`src/rtl/pipe_ctrl_pkg.sv`:
```
// Shared definitions for the pipeline hazard controller.
//   - Default values for the parameters (register-address width, counter
//     width, watchdog limit).
//   - Controller state encoding.
//   - Packed bundle of the per-stage control outputs, plus the canonical
//     bundles for "all quiet", "normal run" and "full freeze".
//   - run_decode(): the RUN-state decode for load-use and taken-branch events.
package pipe_ctrl_pkg;

  localparam int REG_AW_DEF  = 5;
  localparam int CNT_W_DEF   = 16;
  localparam int TIMEOUT_DEF = 255;

  typedef enum logic [1:0] {
    RUN      = 2'd0,
    MEM_WAIT = 2'd1,
    ERR      = 2'd2
  } state_t;

  typedef struct packed {
    logic pc_write;
    logic ifid_write;
    logic ifid_flush;
    logic idex_write;
    logic idex_bubble;
    logic exmem_write;
    logic memwb_bubble;
  } ctrl_t;

  // Everything deasserted: used while in reset and in ERR.
  localparam ctrl_t CTRL_ZERO = '0;

  // Normal flow: every pipeline register loads, nothing squashed.
  localparam ctrl_t CTRL_DEFAULT = '{
    pc_write: 1'b1, ifid_write: 1'b1, ifid_flush: 1'b0, idex_write: 1'b1,
    idex_bubble: 1'b0, exmem_write: 1'b1, memwb_bubble: 1'b0};

  // Whole front end held while data memory is busy; MEM/WB receives a
  // bubble so the stalled MEM instruction does not write back twice.
  localparam ctrl_t CTRL_FREEZE = '{
    pc_write: 1'b0, ifid_write: 1'b0, ifid_flush: 1'b0, idex_write: 1'b0,
    idex_bubble: 1'b0, exmem_write: 1'b0, memwb_bubble: 1'b1};

  // Load-use wins over a taken branch: the branch stays in ID and is
  // resolved again on the following cycle, so no flush is issued here.
  function automatic ctrl_t run_decode(input logic load_use, input logic branch_taken);
    ctrl_t c;
    c = CTRL_DEFAULT;
    if (load_use) begin
      c.pc_write    = 1'b0;
      c.ifid_write  = 1'b0;
      c.idex_bubble = 1'b1;
    end else if (branch_taken) begin
      c.ifid_flush  = 1'b1;
    end
    return c;
  endfunction

endpackage

```
`src/rtl/sat_counter.sv`:
```
// Saturating up-counter.
//   clk_i : clock
//   rst_i : asynchronous active-low reset, clears the count
//   inc_i : increment request for this cycle
//   cnt_o : current count, sticks at all-ones
module sat_counter #(
  parameter int W = 16
) (
  input  logic         clk_i,
  input  logic         rst_i,
  input  logic         inc_i,
  output logic [W-1:0] cnt_o
);

  logic [W-1:0] r_cnt;

  always_ff @(posedge clk_i or negedge rst_i) begin
    if (!rst_i) begin
      r_cnt <= '0;
    end else if (inc_i && (r_cnt != '1)) begin
      r_cnt <= r_cnt + 1'b1;
    end
  end

  assign cnt_o = r_cnt;

endmodule

```
`src/rtl/pipe_hazard_ctrl.sv`:
```
// Stall/flush sequencer for a 5-stage RISC-V pipeline.
//   Inputs : ID source registers and their use flags, EX load flag and rd,
//            branch-taken from ID, data-memory request/ready from MEM.
//   Outputs: write enables for PC, IF/ID, ID/EX, EX/MEM; IF/ID flush,
//            ID/EX bubble, MEM/WB bubble; sticky watchdog flag; saturating
//            stall and flush counters.
// Control outputs are Mealy: decoded from the registered state and the
// inputs of the current cycle.
module pipe_hazard_ctrl
  import pipe_ctrl_pkg::*;
#(
  parameter int REG_AW  = REG_AW_DEF,
  parameter int CNT_W   = CNT_W_DEF,
  parameter int TIMEOUT = TIMEOUT_DEF
) (
  input  logic              clk_i,
  input  logic              rst_i,
  input  logic [REG_AW-1:0] ID_rs1_i,
  input  logic [REG_AW-1:0] ID_rs2_i,
  input  logic              ID_use_rs1_i,
  input  logic              ID_use_rs2_i,
  input  logic              EX_MemRead_i,
  input  logic [REG_AW-1:0] EX_rd_i,
  input  logic              branch_taken_i,
  input  logic              mem_req_i,
  input  logic              mem_ready_i,
  output logic              PCWrite_o,
  output logic              IFID_Write_o,
  output logic              IFID_Flush_o,
  output logic              IDEX_Write_o,
  output logic              IDEX_Bubble_o,
  output logic              EXMEM_Write_o,
  output logic              MEMWB_Bubble_o,
  output logic              timeout_o,
  output logic [CNT_W-1:0]  stall_cnt_o,
  output logic [CNT_W-1:0]  flush_cnt_o
);

  // Wide enough to hold TIMEOUT; the counter never passes TIMEOUT when the
  // watchdog is enabled.
  localparam int WAIT_W = (TIMEOUT < 2) ? 1 : $clog2(TIMEOUT + 1);

  state_t              r_state, w_state_next;
  logic [WAIT_W-1:0]   r_wait_cnt, w_wait_cnt_next;
  logic                w_load_use, w_mem_busy;
  ctrl_t               w_ctrl, w_ctrl_out;
  logic [1:0]          w_cnt_inc;
  logic [CNT_W-1:0]    w_cnt [2];

  assign w_load_use = EX_MemRead_i && (EX_rd_i != '0) &&
                      ((ID_use_rs1_i && (ID_rs1_i == EX_rd_i)) ||
                       (ID_use_rs2_i && (ID_rs2_i == EX_rd_i)));
  assign w_mem_busy = mem_req_i && !mem_ready_i;

  always_ff @(posedge clk_i or negedge rst_i) begin
    if (!rst_i) begin
      r_state    <= RUN;
      r_wait_cnt <= '0;
    end else begin
      r_state    <= w_state_next;
      r_wait_cnt <= w_wait_cnt_next;
    end
  end

  always_comb begin
    w_state_next    = r_state;
    w_wait_cnt_next = r_wait_cnt;
    w_ctrl          = CTRL_ZERO;
    case (r_state)
      RUN: begin
        if (w_mem_busy) begin
          w_ctrl          = CTRL_FREEZE;
          w_state_next    = MEM_WAIT;
          w_wait_cnt_next = WAIT_W'(1);
        end else begin
          w_ctrl = run_decode(w_load_use, branch_taken_i);
        end
      end
      MEM_WAIT: begin
        if (mem_ready_i) begin
          // Access completes: this cycle already behaves like RUN.
          w_ctrl          = run_decode(w_load_use, branch_taken_i);
          w_state_next    = RUN;
          w_wait_cnt_next = '0;
        end else begin
          // Hazards in ID are irrelevant while everything is frozen.
          w_ctrl = CTRL_FREEZE;
          if ((TIMEOUT != 0) && (r_wait_cnt == WAIT_W'(TIMEOUT))) begin
            w_state_next = ERR;
          end else if (r_wait_cnt != '1) begin
            w_wait_cnt_next = r_wait_cnt + 1'b1;
          end
        end
      end
      ERR: begin
        w_ctrl = CTRL_ZERO;
      end
      default: begin
        w_state_next    = RUN;
        w_wait_cnt_next = '0;
      end
    endcase
  end

  // Outputs are forced quiet for as long as reset is held, not just at the edge.
  assign w_ctrl_out = rst_i ? w_ctrl : CTRL_ZERO;

  assign PCWrite_o      = w_ctrl_out.pc_write;
  assign IFID_Write_o   = w_ctrl_out.ifid_write;
  assign IFID_Flush_o   = w_ctrl_out.ifid_flush;
  assign IDEX_Write_o   = w_ctrl_out.idex_write;
  assign IDEX_Bubble_o  = w_ctrl_out.idex_bubble;
  assign EXMEM_Write_o  = w_ctrl_out.exmem_write;
  assign MEMWB_Bubble_o = w_ctrl_out.memwb_bubble;
  assign timeout_o      = (r_state == ERR);

  // PCWrite is also low in ERR, but a dead pipeline is not counted as stalling.
  assign w_cnt_inc[0] = !w_ctrl_out.pc_write && (r_state != ERR);
  assign w_cnt_inc[1] = w_ctrl_out.ifid_flush;

  for (genvar gi = 0; gi < 2; gi++) begin : g_perf_cnt
    sat_counter #(
      .W(CNT_W)
    ) u_cnt (
      .clk_i (clk_i),
      .rst_i (rst_i),
      .inc_i (w_cnt_inc[gi]),
      .cnt_o (w_cnt[gi])
    );
  end

  assign stall_cnt_o = w_cnt[0];
  assign flush_cnt_o = w_cnt[1];

endmodule

```
`config.mk`:
```
export PLATFORM = sky130hd
export DESIGN_NAME = pipe_hazard_ctrl
export DESIGN_NICKNAME = d
export VERILOG_FILES = /design/src/rtl/pipe_ctrl_pkg.sv /design/src/rtl/sat_counter.sv /design/src/rtl/pipe_hazard_ctrl.sv
export SDC_FILE = /design/constraint.sdc
export NUM_CORES = 1
export LEC_CHECK = 0
export ABC_CLOCK_PERIOD_IN_PS = 3530
export CAP_MARGIN = 40
export CORE_AREA = 4 4 71 73
export DETAILED_ROUTE_END_ITERATION = 10
export DIE_AREA = 0 0 75 77
export PLACE_DENSITY = 0.93
export SYNTH_ARGS = -nofsm -noshare
export SYNTH_HDL_FRONTEND = slang
export SYNTH_SLANG_ARGS = --single-unit
```
`constraint.sdc`:
```
create_clock -name clk_i -period 3.53 [get_ports clk_i]
set_clock_uncertainty 0.15 [all_clocks]
set_input_delay 0.706 -clock clk_i [delete_from_list [all_inputs] [get_ports clk_i]]
set_output_delay 0.706 -clock clk_i [all_outputs]
set_load 0.02 [all_outputs]
```
# [Word-level counts from Yosys, hierarchy flattened]
# Cells that the tools add are included.
[totals] register_bits=42 inputBits=23 out_inout_bits=40 word_cells=53
[op_classes] addsub=3 n_eq_ne=13 muxes=17 bitwise_logic=1 reduce_logical=15
[op_table] cell="adder 16 x 1 -> 16 bit, second input constant" count=2
[op_table] cell="two-way mux 8 bit" count=4
[op_table] cell="inequality test 16 bit, second input constant" count=2
[op_table] cell="case mux 8 bit (3 select lines)" count=1
[op_table] cell="two-way mux 7 bit" count=3
[op_table] cell="case mux 7 bit (2 select lines)" count=1
[op_table] cell="equality test 5 bit" count=2
[op_table] cell="inequality test 3 bit, second input constant" count=3
[op_table] cell="adder 8 x 1 -> 8 bit, second input constant" count=1
[op_table] cell="equality test 8 bit, second input constant" count=1
[op_table] cell="logical AND 1 bit" count=8
[op_table] cell="two-way mux 2 bit" count=4
[op_table] cell="inequality test 8 bit, second input constant" count=1
[op_table] cell="case mux 2 bit (3 select lines)" count=1
[op_table] cell="nonzero test 5 bit" count=1
[op_table] cell="inequality test 2 bit, second input constant" count=2
[op_table] cell="AND reduction 4 bit" count=1
[op_table] cell="two-way mux 1 bit" count=3
[op_table] cell="AND reduction 3 bit" count=1
[op_table] cell="equality test 2 x 1 -> 1 bit, second input constant" count=1
[op_table] cell="equality test 2 bit, second input constant" count=1
[op_table] cell="logical NOT 1 bit" count=2
[op_table] cell="logical NOT 2 bit" count=1
[op_table] cell="logical OR 1 bit" count=1
[op_table] cell="inverter 1 bit" count=1

# [Longest topological paths before layout]
# Gate-level depths: netlist (run 1).
[depth] ltp_word=11 ltp_mapped=9 ltp_nobuf=7

# [Modules after synthesis]
# From an unflattened synthesis (run 1), not the netlist that was laid out.
[hier_totals] cells_unflattened=232 area_unflattened_um2=2481.1
[by_module_without_submodules] mod="sat_counter" n_inst=2 cells_per_inst=72 area_each_um2=859.6 seq_area_each_um2=400.4
[by_module_without_submodules] mod="pipe_hazard_ctrl" n_inst=1 cells_per_inst=88 area_each_um2=762.0 seq_area_each_um2=250.2

# [Least setup slack after synthesis (run 1)]
# Ideal clock, no wire load.
[synth_path] path_type="input-to-output" start="input port EX_rd_i[1]" end="output port PCWrite_o" arrival_time_ns=2.148 required_time_ns=2.674 path_slack_ns=0.526 cell_stages=6 path_buffers=1 cell_sequence="or4_1 > o21ai_2 > inv_1 > and2_4 > nor2b_1 > buf_4"
[synth_via] elab_chain_len=8 word_cells_on_any_way=13 classes_between="2 x eq/ne; 5 x mux; 6 x reduce/logical"
[synth_lines] item="start: declaration" line="pipe_hazard_ctrl.sv:23" source="input logic [REG_AW-1:0] EX_rd_i,"
[synth_lines] item="equality test 5 bit, on equally long branches" line="pipe_hazard_ctrl.sv:51, pipe_hazard_ctrl.sv:52"
[synth_lines] item="logical AND 1 bit, on equally long branches" line="pipe_hazard_ctrl.sv:51, pipe_hazard_ctrl.sv:52"
[synth_lines] item="logical OR 1 bit" line="pipe_hazard_ctrl.sv:51" source="((ID_use_rs1_i && (ID_rs1_i == EX_rd_i)) ||"
[synth_lines] item="logical AND 1 bit (*)" line="pipe_hazard_ctrl.sv:50" source="assign w_load_use = EX_MemRead_i && (EX_rd_i != '0) &&"
[synth_lines] item="two-way mux 2 bit (*)" line="pipe_ctrl_pkg.sv:49" source="if (load_use) begin"
[synth_lines] item="two-way mux 7 bit, on equally long branches" line="pipe_hazard_ctrl.sv:80, pipe_hazard_ctrl.sv:71"
[synth_lines] item="case mux 7 bit (2 select lines) (*)" line="pipe_hazard_ctrl.sv:69" source="case (r_state)"
[synth_lines] item="two-way mux 7 bit (*)" line="pipe_hazard_ctrl.sv:106" source="assign w_ctrl_out = rst_i ? w_ctrl : CTRL_ZERO;"
[synth_lines] item="end: declaration" line="pipe_hazard_ctrl.sv:27" source="output logic PCWrite_o,"
# Mark *: on every way between the ends. The rest lies on a longest branch, timed or not.

# [Final worst setup path (run 1)]
# Same ends and word-level chain as after synthesis.

==> flow_summary.yaml, run 1 <==
global_routing:
  grt_antenna_before_repair: 0
  groute.usage.overall_pct: 19.5
  grt_pass1_vias: 1970
  grt_max_degree: 44
  grt_pass1_wl_um: 8860
  overflow: 0
min_path:
  min_path_type: "flip-flop to flip-flop"
floorplanning:
  start_util_pct: 50.8
  coreArea_um2: 4350
  die_height_um: 77
  io_pins: 63
  die_x_um: 75
  placementRows: 24
  dieArea_um2: 5780
setup_path:
  startpoint: "EX_rd_i[1]"
  regToRegSetupSlack_ps: 1080
  worstPathArrival_ps: 2580
  endpoint: "PCWrite_o"
  crit_type: "input pin to output port"
  ff2ff_path_depth: 6
  endpoint_kind: "output port"
  critPathLaunchType: "input pin"
  critical_path.max_fanout: 3
  worstPathRequired_ps: 2670
  worstReg2RegStart: "g_perf_cnt[1].u_cnt.cnt_o[0]$_DFFE_PN0P_"
  r2r-end: "g_perf_cnt[1].u_cnt.cnt_o[1]$_DFFE_PN0P_"
logic_synthesis:
  yosysWarnings: 0
  synth_simple_gate_area_share_pct: 24.2
  netlist.top_cell.by_area: "dfrtp_1"
  seq_area_frac_synth_pct: 47.5
  synth-seq-cells: 42
  synth_common_cells: "dfrtp_1 (42), xnor2_1 (41), nand3_1 (21), nand2_1 (18), nand4_1 (14)"
  async_reset_ff_share_pct: 100
  synth_compound_area_share_pct: 5.26
  synth_top_area_share_pct: 47.5
  synth_top_family_by_area: "simple AND/OR/NAND/NOR gates"
  netlist_area_um2: 2210
  synth_edf_count: 0
  synth_area_leaders: "dfrtp_1 (48%), xnor2_1 (16%), nand3_1 (4.8%), nand4_1 (4.0%), and3_1 (3.4%)"
  synth_cells: 219
  synth_fp_nets: 245
  muxShareOfSynthArea_pct: 1.98
  post-synth-top-count-cell: "dfrtp_1"
  synth_fa_ha_area_share_pct: 1.70
  avgSynthCellArea_um2: 10.1
  synthXorXnorAreaFrac_pct: 17.0
  ys_types: 35
  synth_ff_type: "dfrtp_1"
route:
  initialDrtViolationCount: 148
  viasPerCell: 5.55
  wire_per_inst_um: 15.7
  ant_nets: 0
  first_pass_iters: 4
  drc: 0
  wirelength_um: 5350
  num_vias: 1894
run_status:
  outcome: "finished clean"
layout:
  stdcell_area_um2: 3020
  area_growth_pct: 36.6
  utilization_pct: 69.4
  fin_nets: 315
  diodes: 0
  drive_above_1_share_pct: 8.65
sta:
  finalCriticalPeriod_ps: 3440
  finalSetupViolCount: 0
  fin_tns_setup_ps: 0
  hold_ws_ps: 344
  finalCritPeriodShare_pct: 97.3
  report.final.slew_viol_count: 0
  slew_headroom_pct: 60.6
  worst_pin_slew_ps: 591
  hold_viol: 0
  fmax_ghz: 0.291
  rsz0062_at_grt: "no"
clock_tree:
  clockBufferDepth: 2
  root_buffer: "clkbuf_8"
  clk_latency_ps: 300
  cts_tree: "yes"
  postCtsSetupRepairBufs: 0
  clock-sinks: 42
  cts_buffers: 5
  cts_hold_buf: 0
  htree_levels: 2
  clk_pin_slew_ps: 80
placed_design:
  port_buffers: 62
  place_congestion: 0.815
  dpl.hpwl_um: 3970
  dpl_cell_area_um2: 2910
pwr:
  seqPwrFrac_pct: 43.6
  swShare_pct: 32.0
  max-vdd-ir-drop_mv: 0.459
  clkPwrFrac_pct: 26.1
  cellLeakagePower_uw: 0.00125
  p_comb_share_pct: 30.4
  power_density_nw_per_um2: 494
  p_int_uw: 1010
  switchingPower_uw: 477
run:
  maxCapViolCount: 0
==> worst min-delay path by stage <==
| stage | cells past startpoint | slack [ps] | start | end |
|---|---|---|---|---|
| after floorplan | 0 | 260 | rst_i | g_perf_cnt[0].u_cnt.cnt_o[0]$_DFFE_PN0P_ |
| after global placement | 1 | 330 | g_perf_cnt[0].u_cnt.cnt_o[13]$_DFFE_PN0P_ | g_perf_cnt[0].u_cnt.cnt_o[13]$_DFFE_PN0P_ |
| after detailed placement | 1 | 330 | g_perf_cnt[1].u_cnt.cnt_o[10]$_DFFE_PN0P_ | g_perf_cnt[1].u_cnt.cnt_o[10]$_DFFE_PN0P_ |
| after global routing | 1 | 380 | g_perf_cnt[0].u_cnt.cnt_o[13]$_DFFE_PN0P_ | g_perf_cnt[0].u_cnt.cnt_o[13]$_DFFE_PN0P_ |
| after CTS | 1 | 350 | g_perf_cnt[1].u_cnt.cnt_o[15]$_DFFE_PN0P_ | g_perf_cnt[1].u_cnt.cnt_o[15]$_DFFE_PN0P_ |
| final | 1 | 340 | g_perf_cnt[1].u_cnt.cnt_o[10]$_DFFE_PN0P_ | g_perf_cnt[1].u_cnt.cnt_o[10]$_DFFE_PN0P_ |
==> metal layers <==
metal	part of all wire [%]	up-vias	global-route usage, %	routed length (µm)
li1	-	907	-	-
met1	42	925	24.5	2240
met2	51	55	31.6	2740
met3	5.6	7	6.14	302
met4	1.3	0	5.69	68
met5	0	-	0	0
==> placed cells by master (no fill, tap or decap), drive strengths merged, types with 4 or more instances in the layout <==
cell type and count:
a21oi 5, and3 12, buf 9, clkbuf 6, clkdlybuf4s50 57, dfrtp 42, dlygate4sd2 4, nand2 18
nand3 21, nand4 14, nor2 12, nor3 5, o21ai 7, or3 4, xnor2 41
==> flip-flops by register name, summed over array words and instances (netlist names) <==
name and count:
g_perf_cnt.u_cnt.cnt_o 32, r_state 2, r_wait_cnt 8
==> power by group through the flow <==
stage	sequential, µW	combinational [µW]	clock [µW]
after floorplan	715	164	0
after global placement	649	443	0
after detailed placement	653	459	0
after CTS	646	459	392
after global routing	661	491	412
final	649	453	388
==> final cells by class <==
type / count / area, µm²
Timing Repair Buffer: 70 / 671
Fill cell: 338 / 1330
Multi-Input combinational cell: 167 / 1110
Tap cell: 52 / 65.1
Clock buffer: 6 / 82.6
Inverter: 3 / 11.3
Sequential cell: 42 / 1050
Clock inverter: 1 / 30.0
==> stage by stage <==
stage / worst slack (ps) / instances / total power, µW
after floorplan: 526 / 219 / 880
after global placement: -194 / 334 / 1090
after detailed placement: -184 / 334 / 1110
after CTS: 89.2 / 341 / 1500
after global routing: 5.12 / 341 / 1560
final: 94.2 / 341 / 1490
==> repair_timing <==
item                                    4_1_cts  5_1_grt
endpoints found under the hold margin         0        0
endpoints found under the setup margin        4        0
gates resized for setup                       4        0
==> cells by family after synthesis <==
family,after synthesis
mux,4
xor+xnor,43
simple gates,99
fa+ha+maj,3
buf+inv,10
compound gates,18
flops,42
==> worst max-delay path, cell delays in order <==
cell and delay [ps]:
clkdlybuf4s50_1 410, or4_1 540, o21ai_2 160, inv_1 90
and2_4 160, nor2b_1 130, dlygate4sd2_1 370
Power figures use the tool's default switching activity.
==> run 2, diff against run 1 <==
--- a/config.mk
+++ b/config.mk
@@ -5,11 +5,11 @@
 export SDC_FILE = /design/constraint.sdc
 export NUM_CORES = 1
 export LEC_CHECK = 0
-export ABC_CLOCK_PERIOD_IN_PS = 3530
+export ABC_CLOCK_PERIOD_IN_PS = 4300
 export CAP_MARGIN = 40
-export CORE_AREA = 4 4 71 73
+export CORE_AREA = 2 2 69 71
 export DETAILED_ROUTE_END_ITERATION = 10
-export DIE_AREA = 0 0 75 77
+export DIE_AREA = 0 0 71 73
 export PLACE_DENSITY = 0.93
 export SYNTH_ARGS = -nofsm -noshare
 export SYNTH_HDL_FRONTEND = slang
==> constraint.sdc (replaced) <==
create_clock -name clk_i -period 4.3 [get_ports clk_i]
set_clock_uncertainty 0.15 [all_clocks]
set_input_delay 0.86 -clock clk_i [delete_from_list [all_inputs] [get_ports clk_i]]
set_output_delay 0.86 -clock clk_i [all_outputs]
set_load 0.02 [all_outputs]
==> run 2 against run 1 <==
- final cell count fell by 0.88%
- wire length fell by 4.5%
- critical endpoint is now IFID_Write_o
- hold slack improved by 5.4 ps
- combinational power fell by 20%
- sequential cell count did not move
- largest cell class unchanged
==> flow_summary.yaml, run 2 (synthesis results as in run 1) <==
setup_path:
  worst_path_most_repeated_cell: "clkdlybuf4s50_1"
  regToRegSetupSlack_ps: 1890
  critical_path.max_fanout: 3
  worstPathRequired_ps: 3290
  crit_family: "buffers and inverters"
  r2r-end: "g_perf_cnt[1].u_cnt.cnt_o[1]$_DFFE_PN0P_"
  cp_slowest_stage_delay_ps: 660
  worstPathArrival_ps: 3160
  ff2ff_path_depth: 6
  crit_type: "input pin to output port"
  critPathLaunchType: "input pin"
  cp_slowest_cell: "clkdlybuf4s50_1"
  path_cells: "clkdlybuf4s50_1 > or4_1 > o21ai_2 > inv_1 > and2_4 > nor2b_1 > clkdlybuf4s50_1"
  worst-path-buf-inv: 3
  endpoint_kind: "output port"
  worstReg2RegStart: "g_perf_cnt[1].u_cnt.cnt_o[0]$_DFFE_PN0P_"
floorplanning:
  io_pins: 63
  die_x_um: 71
  dieArea_um2: 5180
  start_util_pct: 48.7
  placementRows: 25
  die_height_um: 73
  coreArea_um2: 4540
route:
  drc: 0
  wirelength_um: 5110
  initialDrtViolationCount: 157
  ant_nets: 0
  num_vias: 1860
  wire_per_inst_um: 15.1
  viasPerCell: 5.50
  first_pass_iters: 4
global_routing:
  groute.usage.overall_pct: 20.8
  grt_pass1_vias: 1772
  grt_max_degree: 44
  grt_antenna_before_repair: 0
  grt_pass1_wl_um: 8400
  overflow: 0
min_path:
  min_path_type: "flip-flop to flip-flop"
  hold_depth: 1
  hold_start: "g_perf_cnt[1].u_cnt.cnt_o[10]$_DFFE_PN0P_"
  hold_end: "g_perf_cnt[1].u_cnt.cnt_o[10]$_DFFE_PN0P_"
layout:
  n_fill_cell: 368
  fin_nets: 309
  diodes: 0
  utilization_pct: 65.3
  largest_reg_flops: 32
  drive_above_1_share_pct: 7.04
  mostFrequentLayoutCell: "clkdlybuf4s50_1"
  layout_common_cells: "clkdlybuf4s50_1 (61), dfrtp_1 (42), xnor2_1 (41), nand3_1 (21), nand2_1 (18)"
  area_growth_pct: 33.9
  multiInputGateArea_um2: 1110
  seq_area_um2: 1050
sta:
  finalCriticalPeriod_ps: 4170
  report.final.slew_viol_count: 0
  finalSetupViolCount: 0
  worst_pin_slew_ps: 557
  hold_viol: 0
  fmax_ghz: 0.240
  fin_tns_setup_ps: 0
  hold_ws_ps: 350
  finalCritPeriodShare_pct: 97.0
  rsz0062_at_grt: "no"
  slew_headroom_pct: 62.8
clock_tree:
  clock-sinks: 42
  clk_pin_slew_ps: 80
  clk_latency_ps: 300
  ctsResizeCount: 0
  root_buffer: "clkbuf_8"
  htree_levels: 2
  cts_hold_buf: 0
  postCtsSetupRepairBufs: 0
  clockBufferDepth: 2
  cts_tree: "yes"
  cts_buffers: 5
pwr:
  max-vdd-ir-drop_mv: 0.484
  p_int_uw: 757
  clkPwrFrac_pct: 22.6
  cellLeakagePower_uw: 0.00120
  seqPwrFrac_pct: 46.0
  switchingPower_uw: 399
  swShare_pct: 34.5
  power_density_nw_per_um2: 391
  p_comb_share_pct: 31.4
placed_design:
  dpl.hpwl_um: 3740
  place_congestion: 0.845
  port_buffers: 62
run:
  maxCapViolCount: 0
run_status:
  outcome: "finished clean"
==> run 2: power groups by stage <==
| stage | combinational (µW) | clock, µW | sequential [µW] |
|---|---|---|---|
| 2_1_floorplan | 135 | 0 | 587 |
| 3_3_place_gp | 357 | 0 | 536 |
| 3_5_place_dp | 365 | 0 | 538 |
| 4_1_cts | 368 | 266 | 533 |
| 5_1_grt | 393 | 284 | 544 |
| 6_report | 364 | 261 | 532 |
==> run 2: how the worst max path moves through the flow <==
stage,slack [ps],to,from,depth (start not counted)
4_1_cts,130,IFID_Write_o,EX_rd_i[2],7
3_3_place_gp,170,IFID_Write_o,EX_rd_i[1],7
3_5_place_dp,130,IFID_Write_o,EX_rd_i[2],7
2_1_floorplan,990,PCWrite_o,EX_rd_i[1],6
6_report,130,IFID_Write_o,EX_rd_i[2],7
5_1_grt,80,IFID_Write_o,EX_rd_i[1],7
==> run 2: layer usage <==
| metal | routed length, µm | global-route usage (%) |
|---|---|---|
| met1 | 2050 | 25.1 |
| met2 | 2650 | 35.3 |
| met3 | 310 | 5.94 |
| met4 | 108 | 8.39 |
| met5 | 0 | 0 |
==> run 2: area by class of cell <==
class                      count  share of cell area, %
sequential                    42                   35.5
multi-input combinational    167                   37.5
tap                           54                   2.28
clock inverter                 3                  0.719
timing repair buffer          64                   21.3
inverter                       3                  0.380
clock buffer                   5                   2.32
==> run 2: through the flow <==
stage | power, µW | cell area, µm² | worst slack, ps | instances
after floorplan | 722 | 2210 | 988 | 219
after global placement | 893 | 2870 | 170 | 330
after detailed placement | 904 | 2870 | 131 | 330
after CTS | 1170 | 2960 | 126 | 338
after global routing | 1220 | 2960 | 76.6 | 338
final | 1160 | 2960 | 128 | 338
==> run 3, diff against run 2 <==
--- a/config.mk
+++ b/config.mk
@@ -11,6 +11,7 @@
 export DETAILED_ROUTE_END_ITERATION = 10
 export DIE_AREA = 0 0 71 73
 export PLACE_DENSITY = 0.93
+export RECOVER_POWER = 25
 export SYNTH_ARGS = -nofsm -noshare
 export SYNTH_HDL_FRONTEND = slang
 export SYNTH_SLANG_ARGS = --single-unit
==> run 3 against run 2 <==
- sequential power barely moved
- combinational power about the same
- largest cell class unchanged
- die area did not move
- register-to-register slack is essentially flat
- sequential cell count unchanged
- hold slack is the same
- sequential share of layout area hardly changed
- critical path depth is the same
- highest routed layer unchanged
- non-clock buffer count is the same
- maximum frequency unchanged
- total power about the same
==> flow_summary.yaml, run 3 (synthesis results as in run 1) <==
placed_design:
  dpl_cell_area_um2: 2870
  dpl.hpwl_um: 3740
  place_congestion: 0.845
  port_buffers: 62
setup_path:
  worst_path_most_repeated_cell: "clkdlybuf4s50_1"
  path_cells: "clkdlybuf4s50_1 > or4_1 > o21ai_2 > inv_1 > and2_4 > nor2b_1 > clkdlybuf4s50_1"
  worstPathRequired_ps: 3290
  critPathLaunchType: "input pin"
  crit_family: "buffers and inverters"
  endpoint_kind: "output port"
  crit_type: "input pin to output port"
  worst-path-buf-inv: 3
  worstPathArrival_ps: 3160
  cp_slowest_cell: "clkdlybuf4s50_1"
  critical_path.max_fanout: 3
  cp_slowest_stage_delay_ps: 660
global_routing:
  groute.usage.overall_pct: 20.8
  grt_pass1_vias: 1772
  grt_max_degree: 44
  overflow: 0
  grt_antenna_before_repair: 0
  grt_pass1_wl_um: 8400
sta:
  worst_pin_slew_ps: 557
  rsz0062_at_grt: "no"
  finalCriticalPeriod_ps: 4170
  finalSetupViolCount: 0
  report.final.slew_viol_count: 0
  hold_viol: 0
  slew_headroom_pct: 62.8
  fin_tns_setup_ps: 0
  fmax_ghz: 0.240
  finalCritPeriodShare_pct: 97.0
route:
  met3WireLength_um: 309
  first_pass_iters: 4
  highest_layer: "met4"
  initialDrtViolationCount: 157
  wl_met2_um: 2650
  ant_nets: 0
  drc: 0
  wirelength_um: 5110
  viasPerCell: 5.50
  num_vias: 1860
  wire_per_inst_um: 15.1
  wl_met1_um: 2050
clock_tree:
  cts_tree: "yes"
  clockBufferDepth: 2
  cts_hold_buf: 0
  htree_levels: 2
  ctsResizeCount: 0
  cts_buffers: 5
  clk_pin_slew_ps: 80
  clock-sinks: 42
  postCtsSetupRepairBufs: 0
  root_buffer: "clkbuf_8"
  clk_latency_ps: 300
layout:
  layout_common_cells: "clkdlybuf4s50_1 (61), dfrtp_1 (42), xnor2_1 (41), nand3_1 (21), nand2_1 (18)"
  area_growth_pct: 33.8
  largest_reg_flops: 32
  fin_nets: 309
  diodes: 0
  mostFrequentLayoutCell: "clkdlybuf4s50_1"
  stdcell_area_um2: 2960
  n_fill_cell: 369
  drive_above_1_share_pct: 6.69
floorplanning:
  die_x_um: 71
  start_util_pct: 48.7
  dieArea_um2: 5180
  die_height_um: 73
  coreArea_um2: 4540
  io_pins: 63
  placementRows: 25
pwr:
  cellLeakagePower_uw: 0.00119
  p_comb_share_pct: 31.4
  seqPwrFrac_pct: 46.0
  clkPwrFrac_pct: 22.6
  p_int_uw: 757
  swShare_pct: 34.5
  p_total_uw: 1160
  max-vdd-ir-drop_mv: 0.484
  power_density_nw_per_um2: 391
  switchingPower_uw: 399
run:
  maxCapViolCount: 0
run_status:
  outcome: "finished clean"
min_path:
  min_path_type: "flip-flop to flip-flop"
-- run 3: cell types whose count changed in the layout (fill, tap and decap cells not counted) --
cell	change
buf_2	-1
clkbuf_1	+1
-- run 3: layout make-up --
cell class / count / area, µm² / area share, %
flip-flops and latches: 42 / 1050 / 35.5
clock buffers: 5 / 68.8 / 2.33
inverters: 3 / 11.3 / 0.381
repair buffers: 64 / 629 / 21.3
multi-input cells: 167 / 1110 / 37.5
well taps: 54 / 67.6 / 2.28
clock inverters: 3 / 21.3 / 0.719
-- run 3: final timing paths --
kind	depth (start not counted)	slack (ps)	endpoint	start
worst max-delay path	7	130	IFID_Write_o	EX_rd_i[2]
worst min-delay path	1	350	g_perf_cnt[1].u_cnt.cnt_o[10]$_DFFE_PN0P_	g_perf_cnt[1].u_cnt.cnt_o[10]$_DFFE_PN0P_
worst max register to register	6	1890	g_perf_cnt[1].u_cnt.cnt_o[1]$_DFFE_PN0P_	g_perf_cnt[1].u_cnt.cnt_o[0]$_DFFE_PN0P_
worst min register to register	1	350	g_perf_cnt[1].u_cnt.cnt_o[10]$_DFFE_PN0P_	g_perf_cnt[1].u_cnt.cnt_o[10]$_DFFE_PN0P_
max in group asynchronous	2	3100	g_perf_cnt[1].u_cnt.cnt_o[7]$_DFFE_PN0P_	rst_i
min in group asynchronous	2	530	r_wait_cnt[6]$_DFFE_PN0P_	rst_i
-- run 3: per-stage QoR --
stage | cells | worst slack (ps) | utilization [%] | hold slack (ps)
after global routing | 338 | 76.6 | 65.2 | 381
after global placement | 330 | 170 | 63.3 | 329
after CTS | 338 | 126 | 65.3 | 351
after detailed placement | 330 | 131 | 63.3 | 337
final | 338 | 128 | 65.2 | 350
after floorplan | 219 | 988 | - | 322
-- run 3: power groups by stage --
| stage | Combinational (µW) | Clock, µW | Sequential (µW) |
|---|---|---|---|
| 2_1_floorplan | 135 | 0 | 587 |
| 3_3_place_gp | 357 | 0 | 536 |
| 3_5_place_dp | 365 | 0 | 538 |
| 4_1_cts | 368 | 266 | 533 |
| 5_1_grt | 393 | 284 | 544 |
| 6_report | 364 | 261 | 532 |
-- run 3: per-layer routing --
layer	up-vias	GRT usage, %
met5	-	0
met4	0	8.39
met3	11	5.94
met2	46	35.3
met1	903	25.1
li1	900	-
